$ cat src/rtl/pc_fetch_unit.sv
`timescale 1ns/1ps
`default_nettype none
// ============================================================================
// Module   : pc_fetch_unit
// Brief    : Program counter, next-PC candidate generation and instruction
//            fetch handshake feeding decode. Optional macro PC_ALIGN_CHECK_EN
//            traps misaligned targets into a sticky fault and HALT state.
// Revision : 1.0 - initial release
// ============================================================================
module pc_fetch_unit #(
    parameter logic [31:0] RESET_PC = 32'h0000_0000
) (
    input  logic        CLK,
    input  logic        RST,
    input  logic [1:0]  PC_Sel,
    input  logic [31:0] Branch_Offset,
    input  logic [25:0] Jump_Index,
    input  logic [31:0] Reg_Target,
    input  logic        Advance,
    input  logic        Stall,
    output logic        IMem_Req,
    output logic [31:0] IMem_Addr,
    input  logic        IMem_Ack,
    input  logic [31:0] IMem_Data,
    output logic [31:0] Instr,
    output logic        Instr_Valid,
    output logic [31:0] PC,
    output logic [31:0] PC_Plus4,
    output logic [31:0] Retired_Count,
    output logic        Align_Fault
);

    typedef enum logic [1:0] {
        ST_BOOT  = 2'd0,
        ST_FETCH = 2'd1,
        ST_HOLD  = 2'd2,
        ST_HALT  = 2'd3
    } state_t;

    state_t      state_q, state_d;
    logic [31:0] pc_q, pc_d;
    logic [31:0] instr_q, instr_d;
    logic        instr_valid_q, instr_valid_d;
    logic [31:0] retired_count_q, retired_count_d;
    logic [31:0] pc_plus4;
    logic [31:0] next_pc;
    logic        retire;

    assign pc_plus4 = pc_q + 32'd4;
    assign retire   = (state_q == ST_HOLD) && Advance && !Stall;

    always_comb begin
        next_pc = pc_plus4;
        case (PC_Sel)
            2'b00:   next_pc = pc_plus4;
            2'b01:   next_pc = pc_plus4 + (Branch_Offset << 2);
            2'b10:   next_pc = {pc_plus4[31:28], Jump_Index, 2'b00};
            default: next_pc = Reg_Target;
        endcase
    end

`ifdef PC_ALIGN_CHECK_EN
    logic align_fault_q, align_fault_d;
    logic misaligned;

    assign misaligned = (next_pc[1:0] != 2'b00);
`endif

    always_comb begin
        state_d         = state_q;
        pc_d            = pc_q;
        instr_d         = instr_q;
        instr_valid_d   = instr_valid_q;
        retired_count_d = retired_count_q;
`ifdef PC_ALIGN_CHECK_EN
        align_fault_d   = align_fault_q;
`endif
        case (state_q)
            ST_BOOT: begin
                state_d = ST_FETCH;
            end
            ST_FETCH: begin
                if (IMem_Ack) begin
                    instr_d       = IMem_Data;
                    instr_valid_d = 1'b1;
                    state_d       = ST_HOLD;
                end
            end
            ST_HOLD: begin
                if (retire) begin
                    retired_count_d = retired_count_q + 32'd1;
                    instr_valid_d   = 1'b0;
`ifdef PC_ALIGN_CHECK_EN
                    // The faulting instruction still counts as retired.
                    if (misaligned) begin
                        align_fault_d = 1'b1;
                        state_d       = ST_HALT;
                    end else begin
                        pc_d    = next_pc;
                        state_d = ST_FETCH;
                    end
`else
                    pc_d    = next_pc & ~32'h3;
                    state_d = ST_FETCH;
`endif
                end
            end
            ST_HALT: begin
                instr_valid_d = 1'b0;
            end
            default: begin
                state_d = ST_BOOT;
            end
        endcase
    end

    always_ff @(posedge CLK or posedge RST) begin
        if (RST) begin
            state_q         <= ST_BOOT;
            pc_q            <= RESET_PC;
            instr_q         <= 32'h0;
            instr_valid_q   <= 1'b0;
            retired_count_q <= 32'h0;
        end else begin
            state_q         <= state_d;
            pc_q            <= pc_d;
            instr_q         <= instr_d;
            instr_valid_q   <= instr_valid_d;
            retired_count_q <= retired_count_d;
        end
    end

`ifdef PC_ALIGN_CHECK_EN
    always_ff @(posedge CLK or posedge RST) begin
        if (RST) begin
            align_fault_q <= 1'b0;
        end else begin
            align_fault_q <= align_fault_d;
        end
    end

    assign Align_Fault = align_fault_q;
`else
    assign Align_Fault = 1'b0;
`endif

    // Request is decoded from state so a reset drops it without waiting for a clock.
    assign IMem_Req      = (state_q == ST_FETCH);
    assign IMem_Addr     = pc_q;
    assign Instr         = instr_q;
    assign Instr_Valid   = instr_valid_q;
    assign PC            = pc_q;
    assign PC_Plus4      = pc_plus4;
    assign Retired_Count = retired_count_q;

endmodule
`default_nettype wire

$ cat config.mk
export PLATFORM = sky130hd
export DESIGN_NAME = pc_fetch_unit
export DESIGN_NICKNAME = d
export VERILOG_FILES = /design/src/rtl/pc_fetch_unit.sv
export SDC_FILE = /design/constraint.sdc
export NUM_CORES = 1
export LEC_CHECK = 0
export BUFFER_PORTS_ARGS = -buffer_cell sky130_fd_sc_hd__buf_2
export CAP_MARGIN = 20
export CORE_MARGIN = 4
export CORE_UTILIZATION = 45
export CTS_CLUSTER_DIAMETER = 100
export CTS_CLUSTER_SIZE = 14
export DETAILED_ROUTE_END_ITERATION = 8
export HOLD_SLACK_MARGIN = 0.15
export MAX_ROUTING_LAYER = met4
export PLACE_DENSITY = 0.81
export SYNTH_ARGS = -nofsm -noshare
export SYNTH_HDL_FRONTEND = slang
export SYNTH_SLANG_ARGS = --single-unit
$ cat constraint.sdc
create_clock -name CLK -period 6.2 [get_ports CLK]
set_input_delay 0.31 -clock CLK [delete_from_list [all_inputs] [get_ports CLK]]
set_output_delay 0.31 -clock CLK [all_outputs]
set_load 0.01 [all_outputs]
==> flow_summary_export.csv, run 1 <==
group,metric,value,unit
place,port_buffers,280,
power,p_leak,0.00456,uW
clock_tree,numCtsBuffers,9,
clock_tree,cts_tree,"built",
timing,finalHoldViolCount,0,
worst_setup_path,endpoint_kind,"flip-flop",
clock_tree,clockRootBuffer,"clkbuf_16",
detailed_routing,post_drt_wl_per_cell,18.4,um
yosys,yosys-top-cells-area,"dfrtp_1 34%, ha_1 6.2%, mux2_2 6.1%, xnor2_1 6.1%, nand2_1 4.7%",
clock_tree,clock_sink_count,97,
detailed_routing,wl,22.8,mm
die,ios,292,
detailed_routing,first_iter_violations,472,
layout,fin_nets,1183,
timing,hold_slack,0.193,ns
yosys,syn_area_per_cell,9.26,um^2
detailed_routing,vias,6851,
grt,antenna_found_initial,0,
place,placed_area,8610,um^2
timing,final.setup.tns,0,ns
clock_tree,cts.clk_slew.worst_paths,0.08,ns
die,dieArea,18200,um^2
clock_tree,htreeDepth,3,
yosys,synth_area_leader_cell,"dfrtp_1",
clock_tree,postCtsSetupRepairBufs,0,
grt,track_usage,24.9,%
yosys,synth_edf_count,0,
yosys,synth_cell_types,63,
die,die_y,135,um
timing,rsz0062_at_grt,"no",
worst_setup_path,required,6.44,ns
timing,period_share,70.9,%
timing,worst_clock_skew,0.0159,ns
worst_setup_path,path_class,"reg2reg",
yosys,synthFlopType,"dfrtp_1",
timing,max-slew-margin-rel,44.0,%
yosys,syn_area,7230,um^2
die,core_area,15800,um^2
yosys,synthesis.instances,781,
timing,setup_violations,0,
grt,grt_pass1_wl,34.9,mm
grt,first_global_vias,6615,
clock_tree,clk_path_buf_depth,2,
worst_setup_path,critical_path_arrival,4.63,ns
power,total_power,3710,uW
layout,antennaDiodeCount,0,
run,drv_cap,0,
timing,min_period,4.40,ns
yosys,ys_ff_latch,97,
power,p_per_area,416,nW/um^2
layout,syn2layout_area_growth,23.5,%
place,dp_hpwl,17.5,mm
timing,maxSlewViolCount,0,
layout,fin_util,56.4,%
outcome,status,"complete, no violations",
yosys,synthTopCellsByCount,"97 x dfrtp_1, 90 x nand2_1, 57 x a21oi_1, 50 x xnor2_1, 40 x nor2_1",
detailed_routing,drcViolationCount,0,
yosys,yosysMostFrequentCell,"dfrtp_1",
grt,gr-total-overflow,0,
yosys,yosysWarnings,0,
detailed_routing,vias_per_cell,5.53,
clock_tree,cts_resized,0,
worst_setup_path,start_kind,"flip-flop",
layout,drive_gt1_share,35.8,%
clock_tree,worstSkewPairLatency,0.35,ns
layout,final_cell_area,8930,um^2
yosys,yosysSeqAreaShare,33.6,%
die,start_util,45.7,%
place,place.gp.congestion,0.930,
power,ir_drop,0.191,mV
grt,grt_max_degree,59,
timing,fmax,0.228,GHz
detailed_routing,first_pass_iters,5,
worst_setup_path,critical_path_peak_fanout,9,
hold_path,min_path_type,"in2reg",
timing,worst_pin_slew,0.840,ns
die,die_x,135,um
die,num_rows,46,
yosys,ys_async_sr_fraction,100,%
yosys,synth_top_cell_area_share,33.6,%
detailed_routing,drtAntennaViolNets,0,
[cell usage in the layout, fill, tap and decap left out, types with 11 or more instances in the layout]
master	n
mux2_2	39
dfrtp_1	97
mux2i_1	20
nor3_1	13
xor2_1	23
nand4_1	15
mux4_2	11
nand3_1	35
buf_2	280
nand2_1	90
a21oi_1	57
inv_1	16
and3_1	11
a21o_1	12
o21ai_0	34
ha_1	36
xnor2_1	50
nor2_1	40
[registers in the layout, indices dropped and copies added, names as in the netlist]
register and flops:
Instr_Valid 1, state_q 2, IMem_Addr 30, Retired_Count 32
Instr 32
[final timing paths]
path                                   startpoint           endpoint  slack (ns)  cells after the start
worst min-delay path                IMem_Data[17]          Instr[17]        0.19                      2
max in group asynchronous                     RST           Instr[9]        4.45                      4
min in group asynchronous                     RST  Retired_Count[25]        0.54                      3
worst max register to register       IMem_Addr[4]      IMem_Addr[31]        1.80                     13
worst max-delay path                 IMem_Addr[4]      IMem_Addr[31]        1.80                     13
worst min register to register  Retired_Count[31]  Retired_Count[31]        0.47                      1
[power by group]
| group | leakage, uW | switching, uW | internal, uW | total, uW |
|---|---|---|---|---|
| Clock | 0.000150 | 281 | 288 | 569 |
| Sequential | 0.00124 | 240 | 833 | 1070 |
| Combinational | 0.00317 | 1150 | 921 | 2070 |
| Total | 0.00456 | 1670 | 2040 | 3710 |
[repair_timing]
| item | in CTS | in global routing |
|---|---|---|
| hold buffers | 1 | 0 |
| setup endpoints to repair | 0 | 0 |
| endpoints found under the hold margin | 39 | 0 |
[per-layer routing]
metal / share of wire (%) / vias up / track usage, %
met5: 0 / - / -
met4: 2.0 / 0 / 6.56
met3: 7.8 / 39 / 3.69
met2: 49 / 329 / 42.9
met1: 41 / 3230 / 30.8
li1: - / 3253 / -
[stage by stage]
stage | worst slack [ns] | cells
after global routing | 1.63 | 1238
final | 1.80 | 1238
after CTS | 1.90 | 1238
after global placement | 1.98 | 1220
after detailed placement | 1.92 | 1221
after floorplan | 2.55 | 787
[cell families after synthesis]
group,share of synthesized area [%]
XOR/XNOR,9.29
AO/OA/AOI/OAI,13.6
other,0.0519
flip-flops,33.6
adder cells (fa/ha/maj),6.51
multiplexers,12.3
AND/OR/NAND/NOR,18.3
buffers and inverters,6.40
[worst max-delay path: stages (launching register included)]
cell and delay (ns):
dfrtp_1 0.48, and4_1 0.38, nand4_1 0.57, nand2b_1 0.37, xnor2_1 0.26, ha_1 0.37, and4_1 0.25, and2_1 0.16
a22oi_1 0.22, a21oi_1 0.16, o211ai_1 0.35, o21ai_0 0.18, a22o_1 0.26, o32a_1 0.28
[area by class of cell]
cell class                 instances  area [um^2]
inverter                          17         66.3
clock inverter                     7         86.3
tap                              216          270
multi-input combinational        605         4380
fill                            1432         6900
timing repair buffer             287         1480
sequential                        97         2430
clock buffer                       9          225
Power figures use the tool's default switching activity.
==> inputs of run 2 (changes only) <==
==> constraint.sdc (replaced) <==
create_clock -name CLK -period 4.25 [get_ports CLK]
set_input_delay 0.2125 -clock CLK [delete_from_list [all_inputs] [get_ports CLK]]
set_output_delay 0.2125 -clock CLK [all_outputs]
set_load 0.01 [all_outputs]
==> flow_summary_export.csv, run 2 (same netlist as run 1, synthesis figures left out) <==
group,metric,value,unit
outcome,status,"complete, no violations",
place,port_buffers,280,
worst_setup_path,path_buf_inv,0,
worst_setup_path,required,4.54,ns
power,seqPwrFrac,28.5,%
clock_tree,cts_tree,"built",
hold_path,worstHoldPathCells,4,
clock_tree,clock_sink_count,97,
timing,setup_violations,0,
timing,min_period,3.99,ns
worst_setup_path,critical_path_peak_fanout,7,
run,drv_cap,0,
worst_setup_path,r2r_end,"IMem_Addr[30]",
clock_tree,clk_path_buf_depth,2,
die,core_area,15800,um^2
power,power.share.clock,15.3,%
die,ios,292,
place,place.gp.congestion,0.937,
timing,fmax,0.251,GHz
worst_setup_path,crit_top_cell,"o21ai_0",
timing,rsz0062_at_grt,"no",
layout,mostFrequentLayoutCell,"buf_2",
worst_setup_path,cp.depth,13,
worst_setup_path,worst_path_dominant_cell_family,"compound AO/OA/AOI/OAI gates",
layout,final_cells,1278,
worst_setup_path,slowest_delay,0.49,ns
worst_setup_path,endpoint_kind,"flip-flop",
die,die_y,135,um
clock_tree,htreeDepth,3,
power,switchingPower,2490,uW
worst_setup_path,rr_startpoint,"IMem_Addr[4]",
detailed_routing,wl,24.1,mm
die,num_rows,46,
worst_setup_path,reg2regPathDepth,13,
timing,worst_clock_skew,0.0144,ns
detailed_routing,first_pass_iters,5,
clock_tree,numCtsBuffers,9,
timing,worst_pin_slew,0.697,ns
layout,nFillCells,1352,
clock_tree,cts.clk_slew.worst_paths,0.08,ns
detailed_routing,drtAntennaViolNets,0,
detailed_routing,post_drt_wl_per_cell,18.8,um
clock_tree,postCtsSetupRepairBufs,0,
clock_tree,clockRootBuffer,"clkbuf_16",
timing,period_share,93.8,%
timing,maxSlewViolCount,0,
layout,final_cell_mix,"280 x buf_2, 97 x dfrtp_1, 90 x nand2_1, 57 x a21oi_1, 50 x xnor2_1",
detailed_routing,vias,7163,
grt,gr-total-overflow,0,
power,p_leak,0.00473,uW
layout,syn2layout_area_growth,28.6,%
worst_setup_path,critPathLaunch,"IMem_Addr[4]",
power,switching_share,45.3,%
timing,max-slew-margin-rel,53.5,%
hold_path,hold_start,"Stall",
detailed_routing,first_iter_violations,419,
detailed_routing,vias_per_cell,5.60,
layout,fin_util,58.8,%
hold_path,min_path_type,"in2reg",
worst_setup_path,crit_slowest_cell,"dfrtp_1",
place,dp_hpwl,17.7,mm
timing,final.setup.tns,0,ns
grt,grt_pass1_wl,37.3,mm
die,start_util,45.7,%
worst_setup_path,path_cells,"and4_1 -> nand4_4 -> or2_2 -> xnor2_1 -> ha_1 -> a21oi_1 -> o21ai_0 -> a21bo_2 -> a31oi_1 -> nand2_1 -> o21ai_0 -> mux2i_1 -> o22a_1",
clock_tree,worstSkewPairLatency,0.36,ns
worst_setup_path,crit_path_end,"IMem_Addr[30]",
worst_setup_path,path_class,"reg2reg",
power,ir_drop,0.290,mV
power,power.internal,3010,uW
timing,finalHoldViolCount,0,
power,p_per_area,592,nW/um^2
place,dp_cells,1227,
worst_setup_path,critical_path_arrival,4.28,ns
worst_setup_path,ff2ff_setup_slack,0.26,ns
detailed_routing,drcViolationCount,0,
layout,fin_nets,1222,
die,die_x,135,um
worst_setup_path,start_kind,"flip-flop",
grt,antenna_found_initial,1,
grt,grt_max_degree,53,
grt,track_usage,26.6,%
layout,drive_gt1_share,35.1,%
die,dieArea,18200,um^2
grt,first_global_vias,7051,
power,p_comb_share,56.2,%
==> run 2: cell count changes in the layout (fill, tap and decap cells not counted), sizes merged <==
cell | before | now
diode | 0 | 1
buf | 286 | 292
inv | 18 | 20
clkinv | 6 | 4
dlygate4sd3 | 1 | 34
==> run 2: power by group through the flow <==
stage,combinational [uW],sequential [uW],clock (uW)
after detailed placement,3030,1570,0
after floorplan,2000,1650,0
after global placement,2970,1540,0
final,3090,1570,845
after CTS,3070,1550,861
after global routing,3400,1610,909
==> run 2: cell type report <==
class                      instances  area (um^2)  area share (%)
clock inverter                     7         81.3           0.874
timing repair buffer             326         1850            19.9
inverter                          17         66.3           0.713
clock buffer                       9          225            2.42
sequential                        97         2430            26.1
antenna                            1         2.50          0.0269
tap                              216          270            2.91
multi-input combinational        605         4380            47.0
==> run 2: worst min path at each step <==
| stage | to | slack, ns |
|---|---|---|
| after floorplan | Instr[27] | 0.36 |
| after global placement | Instr[26] | 0.36 |
| after detailed placement | Instr[26] | 0.37 |
| after CTS | IMem_Addr[18] | 0.23 |
| after global routing | Retired_Count[2] | 0.26 |
| final | Retired_Count[2] | 0.24 |
==> run 2: repair_timing <==
action | CTS | global route
hold buffers | 34 | 0
resized for setup | 0 | 0
hold endpoints to repair | 84 | 0
==> run 2: tightest hold or removal path, stage by stage <==
cell	delay, ns
buf_2	0.12
nor4b_4	0.06
nand2_1	0.09
xnor2_1	0.07
==> run 2: metrics by stage <==
stage / hold slack, ns / power [uW] / cell area, um^2 / setup slack [ns]
final: 0.239 / 5510 / 9300 / 0.264
after global routing: 0.261 / 5920 / 9300 / 0.0611
after CTS: 0.226 / 5480 / 9300 / 0.348
after detailed placement: 0.366 / 4590 / 8650 / 0.370
after global placement: 0.361 / 4520 / 8620 / 0.432
after floorplan: 0.363 / 3650 / 7250 / 0.599
==> run 2: layer usage <==
metal	vias to the layer above	track usage, %	part of all wire, %
li1	3333	-	-
met1	3404	32.2	40
met2	373	45.6	49
met3	53	5.25	8.8
met4	0	7.18	2.2
met5	-	-	0
==> inputs of run 3 (changes only) <==
--- a/config.mk
+++ b/config.mk
@@ -14,7 +14,7 @@
 export DETAILED_ROUTE_END_ITERATION = 8
 export HOLD_SLACK_MARGIN = 0.15
 export MAX_ROUTING_LAYER = met4
-export PLACE_DENSITY = 0.81
+export PLACE_DENSITY = 0.84
 export SYNTH_ARGS = -nofsm -noshare
 export SYNTH_HDL_FRONTEND = slang
 export SYNTH_SLANG_ARGS = --single-unit
==> constraint.sdc (replaced) <==
create_clock -name CLK -period 3.5 [get_ports CLK]
set_input_delay 0.175 -clock CLK [delete_from_list [all_inputs] [get_ports CLK]]
set_output_delay 0.175 -clock CLK [all_outputs]
set_load 0.01 [all_outputs]
==> flow_summary_export.csv, run 3 (same netlist as run 1, synthesis figures left out) <==
group,metric,value,unit
clock_tree,clock_sink_count,97,
die,num_rows,46,
power,ir_drop,0.473,mV
die,ios,292,
detailed_routing,vias_per_cell,5.54,
power,p_per_area,732,nW/um^2
hold_path,min_path_type,"in2reg",
clock_tree,cts_tree,"built",
worst_setup_path,required,3.73,ns
detailed_routing,vias,7418,
layout,drive_gt1_share,41.2,%
detailed_routing,drtAntennaViolNets,0,
detailed_routing,wl,25.1,mm
layout,nFillCells,1246,
place,dp_hpwl,18.9,mm
grt,antenna_found_initial,0,
layout,fin_util,62.7,%
timing,rsz0062_at_grt,"yes",
timing,hold_slack,0.206,ns
timing,finalWorstSetupSlack,0.133,ns
timing,worst_pin_slew,0.651,ns
worst_setup_path,endpoint_kind,"flip-flop",
layout,syn2layout_area_growth,37.3,%
power,p_leak,0.00510,uW
timing,setup_violations,0,
timing,worst_clock_skew,0.0149,ns
die,core_area,15800,um^2
outcome,status,"complete, no violations",
clock_tree,worstSkewPairLatency,0.35,ns
clock_tree,cts.clk_slew.worst_paths,0.08,ns
layout,final_cell_mix,"280 x buf_2, 93 x dfrtp_1, 90 x nand2_1, 74 x buf_4, 54 x a21oi_1",
die,die_x,135,um
place,place.gp.congestion,1.01,
grt,gr-total-overflow,0,
power,total_power,7260,uW
die,dieArea,18200,um^2
layout,mostFrequentLayoutCell,"buf_2",
die,die_y,135,um
timing,finalHoldViolCount,0,
clock_tree,htreeDepth,3,
die,start_util,45.7,%
worst_setup_path,start_kind,"flip-flop",
grt,grt_pass1_wl,38.2,mm
worst_setup_path,critical_path_peak_fanout,4,
timing,max-slew-margin-rel,56.2,%
clock_tree,clockRootBuffer,"clkbuf_16",
grt,track_usage,27.2,%
worst_setup_path,critical_path_arrival,3.60,ns
place,pre_cts_ws,-0.0301,ns
layout,fin_nets,1285,
detailed_routing,drcViolationCount,0,
timing,min_period,3.37,ns
timing,fmax,0.297,GHz
clock_tree,numCtsBuffers,9,
timing,period_share,96.2,%
timing,maxSlewViolCount,0,
run,drv_cap,0,
layout,antennaDiodeCount,0,
detailed_routing,first_pass_iters,6,
worst_setup_path,path_class,"reg2reg",
grt,first_global_vias,7214,
detailed_routing,first_iter_violations,594,
grt,grt_max_degree,45,
clock_tree,clk_path_buf_depth,2,
detailed_routing,post_drt_wl_per_cell,18.8,um
place,port_buffers,280,
## run 3: cell types whose count changed in the layout (fill, tap and decap cells not counted), sizes merged
cell,previous run,this run
buf,292,355
diode,1,0
inv,20,19
clkinv,4,5
## run 3: per-stage QoR
step,TNS (ns),cells,area [um^2]
floorplan,-0.00431,787,7280
global placement,0,1282,9070
detailed placement,-0.0301,1283,9100
CTS,0,1333,9760
global route,-0.0365,1340,9930
finish,0,1340,9930
## run 3: what timing repair did
action                                  in CTS  in global routing
endpoints found under the hold margin       65                  0
hold buffers                                34                  0
resized for setup                            2                 29
pin swaps                                    0                  8
buffers inserted                             0                  7
endpoints found under the setup margin       2                 13
gates cloned                                 0                  0
## run 3: report_power, final
part | internal, uW | total, uW | switching, uW
sequential | 1480 | 1810 | 332
clock | 511 | 1010 | 495
combinational | 2090 | 4450 | 2360
## run 3: path summary, 6_finish.rpt
kind,startpoint,to,slack [ns],cells past startpoint
max,IMem_Addr[2],IMem_Addr[16],0.13,11
min,Jump_Index[16],IMem_Addr[18],0.21,4
max reg2reg,IMem_Addr[2],IMem_Addr[16],0.13,11
min reg2reg,Retired_Count[4],Retired_Count[4],0.49,1
max in group asynchronous,RST,IMem_Addr[2],2.30,4
min in group asynchronous,RST,Retired_Count[14],0.38,3
## run 3: metal layers
metal	vias up	share of wire, %	global-route usage, %
met4	0	2.7	6.50
li1	3439	-	-
met3	63	8.2	5.22
met5	-	0	-
met1	3496	40	33.5
met2	420	49	46.5
## run 3: area by class of cell
class	count	area [um^2]	area share (%)
Sequential cell	97	2430	24.5
Clock inverter	7	86.3	0.870
Multi-Input combinational cell	605	4520	45.6
Timing Repair Buffer	389	2320	23.4
Tap cell	216	270	2.72
Clock buffer	9	225	2.27
Inverter	17	66.3	0.668
## run 3: critical path, cell delays in order, from the launching register on
cell	delay, ns
dfrtp_2	0.45
ha_4	0.20
xor2_2	0.15
ha_1	0.33
nor2b_1	0.16
o31a_1	0.28
o41a_1	0.42
a21boi_2	0.16
o211ai_1	0.14
xor2_1	0.21
mux4_2	0.48
mux2_2	0.28
